## src/rtl/iic_arb_pkg.sv

```systemverilog
// Shared definitions for the IIC register-access arbiter: FSM states and
// helpers that size the register-address bus and convert microseconds to cycles.
package iic_arb_pkg;

    localparam int DATA_W = 8;

    typedef enum logic [2:0] {
        IDLE,
        ISSUE,
        BUSY,
        RESP,
        HOLD
    } arb_state_e;

    function automatic int reg_w(input int reg_ex);
        return DATA_W + DATA_W * reg_ex;
    endfunction

    function automatic logic [31:0] us2cyc(input int clk_fre, input int us);
        return 32'(clk_fre * us);
    endfunction

endpackage

```

## src/rtl/rr_arbiter.sv

```systemverilog
// Round-robin picker: first asserted request strictly after ptr, wrapping.
// Purely combinational; the owner of ptr decides when it advances.
module rr_arbiter #(
    parameter  int NUM_REQ = 2,
    localparam int IW      = $clog2(NUM_REQ)
) (
    input  logic [NUM_REQ-1:0] req,
    input  logic [IW-1:0]      ptr,
    output logic [NUM_REQ-1:0] grant,
    output logic [IW-1:0]      idx,
    output logic               hit
);

    logic [IW-1:0] cand;

    always_comb begin
        grant = '0;
        idx   = '0;
        hit   = 1'b0;
        cand  = '0;
        for (int k = 1; k <= NUM_REQ; k++) begin
            cand = IW'((int'(ptr) + k) % NUM_REQ);
            if (!hit && req[cand]) begin
                hit         = 1'b1;
                idx         = cand;
                grant[cand] = 1'b1;
            end
        end
    end

endmodule

```

## src/rtl/iic_arbiter.sv

```systemverilog
// Shares one IIC register-access master between NUM_REQ requesters with
// round-robin grant, per-transaction timeout and a post-write hold-off.
//
// state | meaning
// IDLE  | waiting for a request while the master is not busy
// ISSUE | iic_start raised, waiting for the master to report busy
// BUSY  | master working, waiting for the busy falling edge
// RESP  | rsp_valid pulse for the granted requester
// HOLD  | hold-off after a write or timeout, no grants
module iic_arbiter
    import iic_arb_pkg::*;
#(
    parameter  int NUM_REQ          = 2,
    parameter  int CLK_FRE          = 50,
    parameter  int IIC_SLAVE_REG_EX = 1,
    parameter  int TIMEOUT_US       = 1000,
    parameter  int GAP_US           = 5000,
    localparam int REG_W            = reg_w(IIC_SLAVE_REG_EX)
) (
    input  logic                       clk,
    input  logic                       rst,
    input  logic [NUM_REQ-1:0]         req_valid,
    input  logic [NUM_REQ-1:0]         req_rw,
    input  logic [NUM_REQ*REG_W-1:0]   req_addr,
    input  logic [NUM_REQ*DATA_W-1:0]  req_wdata,
    output logic [NUM_REQ-1:0]         req_ack,
    output logic [NUM_REQ-1:0]         rsp_valid,
    output logic                       rsp_err,
    output logic [DATA_W-1:0]          rsp_rdata,
    output logic                       iic_start,
    input  logic                       iic_busy,
    output logic                       reg_rw,
    output logic [REG_W-1:0]           reg_addr,
    output logic [DATA_W-1:0]          send_data,
    input  logic [DATA_W-1:0]          recv_data
);

    localparam int          IW      = $clog2(NUM_REQ);
    localparam logic [31:0] TO_CYC  = us2cyc(CLK_FRE, TIMEOUT_US);
    localparam logic [31:0] GAP_CYC = us2cyc(CLK_FRE, GAP_US);

    arb_state_e          state;
    logic                busy_r;
    logic                done;
    logic [31:0]         timer;
    logic [31:0]         timer_next;
    logic                timer_exp;
    logic [31:0]         gap_cnt;
    logic [IW-1:0]       last_grant;
    logic [IW-1:0]       cur_idx;
    logic [NUM_REQ-1:0]  cur_mask;
    logic [NUM_REQ-1:0]  grant;
    logic [IW-1:0]       grant_idx;
    logic                grant_hit;

    rr_arbiter #(
        .NUM_REQ (NUM_REQ)
    ) u_rr (
        .req   (req_valid),
        .ptr   (last_grant),
        .grant (grant),
        .idx   (grant_idx),
        .hit   (grant_hit)
    );

    assign done       = !iic_busy && busy_r;
    assign timer_next = (timer == 32'hFFFF_FFFF) ? timer : timer + 32'd1;
    assign timer_exp  = (timer_next >= TO_CYC);
    assign cur_mask   = {{(NUM_REQ-1){1'b0}}, 1'b1} << cur_idx;

    always_ff @(posedge clk) begin
        if (rst) begin
            state      <= IDLE;
            busy_r     <= 1'b0;
            timer      <= '0;
            gap_cnt    <= '0;
            last_grant <= '0;
            cur_idx    <= '0;
            req_ack    <= '0;
            rsp_valid  <= '0;
            rsp_err    <= 1'b0;
            rsp_rdata  <= '0;
            iic_start  <= 1'b0;
            reg_rw     <= 1'b0;
            reg_addr   <= '0;
            send_data  <= '0;
        end else begin
            busy_r    <= iic_busy;
            req_ack   <= '0;
            rsp_valid <= '0;
            case (state)
                IDLE: begin
                    if (grant_hit && !iic_busy) begin
                        req_ack   <= grant;
                        cur_idx   <= grant_idx;
                        reg_rw    <= req_rw[grant_idx];
                        reg_addr  <= req_addr[grant_idx*REG_W +: REG_W];
                        send_data <= req_wdata[grant_idx*DATA_W +: DATA_W];
                        iic_start <= 1'b1;
                        timer     <= '0;
                        state     <= ISSUE;
                    end
                end
                ISSUE: begin
                    timer <= timer_next;
                    if (timer_exp) begin
                        iic_start <= 1'b0;
                        rsp_err   <= 1'b1;
                        rsp_rdata <= '0;
                        rsp_valid <= cur_mask;
                        state     <= RESP;
                    end else if (iic_busy) begin
                        iic_start <= 1'b0;
                        state     <= BUSY;
                    end
                end
                BUSY: begin
                    timer <= timer_next;
                    // A completion seen on the expiry cycle still counts as success.
                    if (done) begin
                        rsp_err   <= 1'b0;
                        rsp_rdata <= reg_rw ? recv_data : '0;
                        rsp_valid <= cur_mask;
                        state     <= RESP;
                    end else if (timer_exp) begin
                        rsp_err   <= 1'b1;
                        rsp_rdata <= '0;
                        rsp_valid <= cur_mask;
                        state     <= RESP;
                    end
                end
                RESP: begin
                    last_grant <= cur_idx;
                    if ((!reg_rw || rsp_err) && (GAP_CYC != 32'd0)) begin
                        gap_cnt <= '0;
                        state   <= HOLD;
                    end else begin
                        state <= IDLE;
                    end
                end
                HOLD: begin
                    gap_cnt <= gap_cnt + 32'd1;
                    if (gap_cnt + 32'd1 >= GAP_CYC) begin
                        state <= IDLE;
                    end
                end
                default: state <= IDLE;
            endcase
        end
    end

endmodule

```

## config.mk

```make
export PLATFORM = sky130hd
export DESIGN_NAME = iic_arbiter
export DESIGN_NICKNAME = d
export VERILOG_FILES = /design/src/rtl/iic_arb_pkg.sv /design/src/rtl/rr_arbiter.sv /design/src/rtl/iic_arbiter.sv
export SDC_FILE = /design/constraint.sdc
export NUM_CORES = 1
export LEC_CHECK = 0
export CAP_MARGIN = 15
export CORE_MARGIN = 1.5
export CORE_UTILIZATION = 30
export DETAILED_ROUTE_END_ITERATION = 8
export HOLD_SLACK_MARGIN = 0.03
export SYNTH_ARGS = -nofsm -noshare
export SYNTH_HDL_FRONTEND = slang
export SYNTH_SLANG_ARGS = --single-unit
export TNS_END_PERCENT = 5
```

## constraint.sdc

```tcl
create_clock -name clk -period 7.51 [get_ports clk]
set_clock_uncertainty 0.05 [all_clocks]
set_input_delay 2.253 -clock clk [delete_from_list [all_inputs] [get_ports clk]]
set_output_delay 2.253 -clock clk [all_outputs]
set_load 0.01 [all_outputs]
```

==> flow_metrics.env <==
export IMPL_yosysTopAreaCell="dfxtp_1"
export IMPL_synth_edff_count=0
export IMPL_worst_slew_pin_slew_ns=1.13
export IMPL_dpl_hpwl_um=12000
export IMPL_clockRootBuffer="clkbuf_16"
export IMPL_power_density_mw_per_mm2=219
export IMPL_syn_inst=847
export IMPL_overflow=0
export IMPL_critPathCapture="timer[4]$_SDFFE_PP0P_"
export IMPL_via_per_inst=5.39
export IMPL_crit_fanout=19
export IMPL_max_slew_margin=0.247
export IMPL_synth_cell_types=71
export IMPL_synth_cell_area_mm2=0.00655
export IMPL_synthTopCellsByCount="109 x dfxtp_1, 109 x nor2_1, 77 x a21oi_1"
export IMPL_post_cts_setup_buffer_count=0
export IMPL_utilization=0.375
export IMPL_antenna_found_initial=0
export IMPL_ys_seq_area_frac=0.333
export IMPL_reg2reg_depth=10
export IMPL_grtUsageTotal=0.157
export IMPL_seqCellArea_mm2=0.00218
export IMPL_p_leak_uw=0.00261
export IMPL_netlist_area_leader_share=0.333
export IMPL_reg2reg_from="timer[0]$_SDFFE_PP0P_"
export IMPL_worst_ep_required_time_ns=7.69
export IMPL_drtPass1Iterations=5
export IMPL_wl_per_cell_um=15.2
export IMPL_design_area_mm2=0.00796
export IMPL_grt_pass1_vias=5691
export IMPL_synthTopCellsByArea="dfxtp_1 33%, nor2_1 6.2%, a21oi_1 5.9%"
export IMPL_die_area_mm2=0.0227
export IMPL_numCtsBuffers=9
export IMPL_status="completed"
export IMPL_die_x_um=151
export IMPL_endpoint_kind="flip-flop"
export IMPL_fin_ws_ns=3.50
export IMPL_core_mm2=0.0212
export IMPL_hold_class="flip-flop to flip-flop"
export IMPL_cp_start_kind="primary input"
export IMPL_gp_congestion=0.794
export IMPL_synth_ff_type="dfxtp_1"
export IMPL_grt_first_pass_wirelength_um=29100
export IMPL_rsz0062_at_grt="no"
export IMPL_totalWireLength_um=17800
export IMPL_drive_above_1_share=0.0613
export IMPL_period_needed_ns=4.01
export IMPL_multiInputGateArea_mm2=0.00403
export IMPL_post_place_ws_ns=2.89
export IMPL_reg2reg_to="rsp_valid[0]$_SDFF_PP0_"
export IMPL_ys_ff_latch=109
export IMPL_clock_fmax_ghz=0.249
export IMPL_synth_warnings=0
export IMPL_pin_count=102
export IMPL_ant_nets=0
export IMPL_first_iter_violations=414
export IMPL_finalSetupViolCount=0
export IMPL_die_h_um=151
export IMPL_cts_resized=0
export IMPL_cp_startpoint="req_valid[0]"
export IMPL_io_buffers=101
export IMPL_hold_viol_final=0
export IMPL_slew_violations=0
export IMPL_period_share=0.534
export IMPL_hold_buffers=0
export IMPL_arrival_ns=4.19
export IMPL_diodes=0
export IMPL_ir_drop_mv=0.120
export IMPL_drc=0
export IMPL_setup_tns_final_ns=0
export IMPL_filler_cell_count=2248
export IMPL_syn_nets=913
export IMPL_via_count=6316
export IMPL_worstSetupPathType="primary input to flip-flop"
export IMPL_areaGrowthSynthToFinish_pct=21.6
export IMPL_initial_core_util=0.309
export IMPL_drv_cap=0
export IMPL_avgSynthCellArea_um2=7.73
export IMPL_nNetsFinal=958
export IMPL_r2r_slack_ns=3.71
export IMPL_async_flop_share=0
export IMPL_clk_latency_ns=0.36
export IMPL_place_area_mm2=0.00762
export IMPL_clockBufferDepth=2
export IMPL_cts_sinks=109
export IMPL_cts_tree="done"
export IMPL_rows=53
export IMPL_grt_max_degree=63
export IMPL_cts_max_level=3
export IMPL_clkTransAtPathRegs_ns=0.07
## cells by family (layout without fill, tap and decap cells)
| logic type | after synthesis | after routing | share of synthesized area |
|---|---|---|---|
| compound gates | 244 | 244 | 0.241 |
| xor+xnor | 18 | 18 | 0.0241 |
| fa+ha+maj | 3 | 3 | 0.00573 |
| buf+inv | 79 | 129 | 0.0554 |
| flops | 109 | 109 | 0.333 |
| mux | 32 | 32 | 0.0491 |
| simple gates | 362 | 362 | 0.291 |
## critical path, cell delays in order
cell and delay (ns):
clkdlybuf4s50_1 0.54, nor2_1 0.10, nor2_1 0.13, o31a_1 0.67, o21ai_0 0.20, a22oi_1 0.23, nor2_1 0.05
## registers in the layout, summed over array words and instances, names as in the netlist, 2 cells and up
name and flops:
timer 32, rsp_rdata 8, rsp_valid 2, req_ack 2, state 3, send_data 8
gap_cnt 32, reg_addr 16
## metal layers
layer  global-route usage  part of all wire
met5                    0                 0
met4               0.0461             0.014
met3               0.0258             0.041
met2                0.249              0.46
met1                0.217              0.48
## where the power goes
part	total (uW)	switching [uW]	internal [uW]
registers	663	37.7	626
clock network	541	237	305
logic	536	314	222
total	1740	588	1150
## how the worst min path moves through the flow
stage                                          from  slack, ns                        end  cells past startpoint
final                     reg_addr[13]$_SDFFE_PP0P_       0.45  reg_addr[13]$_SDFFE_PP0P_                      2
after global routing       gap_cnt[29]$_SDFFE_PP0P_       0.48   gap_cnt[29]$_SDFFE_PP0P_                      2
after CTS                 send_data[3]$_SDFFE_PP0P_       0.45  send_data[3]$_SDFFE_PP0P_                      2
after detailed placement     iic_start$_SDFFE_PP0P_       0.44     iic_start$_SDFFE_PP0P_                      2
after global placement       iic_start$_SDFFE_PP0P_       0.43     iic_start$_SDFFE_PP0P_                      2
after floorplan                cur_idx$_SDFFE_PP0P_       0.40    rsp_valid[0]$_SDFF_PP0_                      1
## per-stage QoR
stage	cells	hold slack (ns)	total power, uW
6_report	1172	0.449	1740
5_1_grt	1172	0.479	1840
4_1_cts	1171	0.450	1750
3_5_place_dp	1155	0.436	1210
3_3_place_gp	1155	0.432	1210
2_1_floorplan	847	0.401	1010
## area by class of cell
| class | count | share of cell area |
|---|---|---|
| sequential | 109 | 0.274 |
| inverter | 5 | 0.00236 |
| timing repair buffer | 108 | 0.133 |
| tap | 275 | 0.0432 |
| clock inverter | 6 | 0.0119 |
| clock buffer | 10 | 0.0300 |
| multi-input combinational | 659 | 0.506 |
## placed cells by master, fill, tap and decap left out, types with 5 or more instances in the layout
cell type        netlist  layout
a31oi_1               13      13
and3_1                12      12
a21o_1                10      10
nand3_1               27      27
inv_1                  5       5
a211oi_2               8       8
nor3_1                31      31
a311oi_1              16      16
mux2i_1               31      31
dfxtp_1              109     109
or4_1                  7       7
clkbuf_16              0       9
or3_1                  9       9
buf_4                  2       7
a22oi_1                5       5
xor2_1                 7       7
a211oi_1              37      37
nand4_1               25      25
and2_1                13      13
nor2_1               109     109
nor4_1                13      12
a21oi_1               77      76
nand2_1               64      64
o21ai_0               50      50
and4_1                15      15
xnor2_1               11      11
nand3b_1               6       6
clkdlybuf4s50_1        0     100
Power figures use the tool's default switching activity.
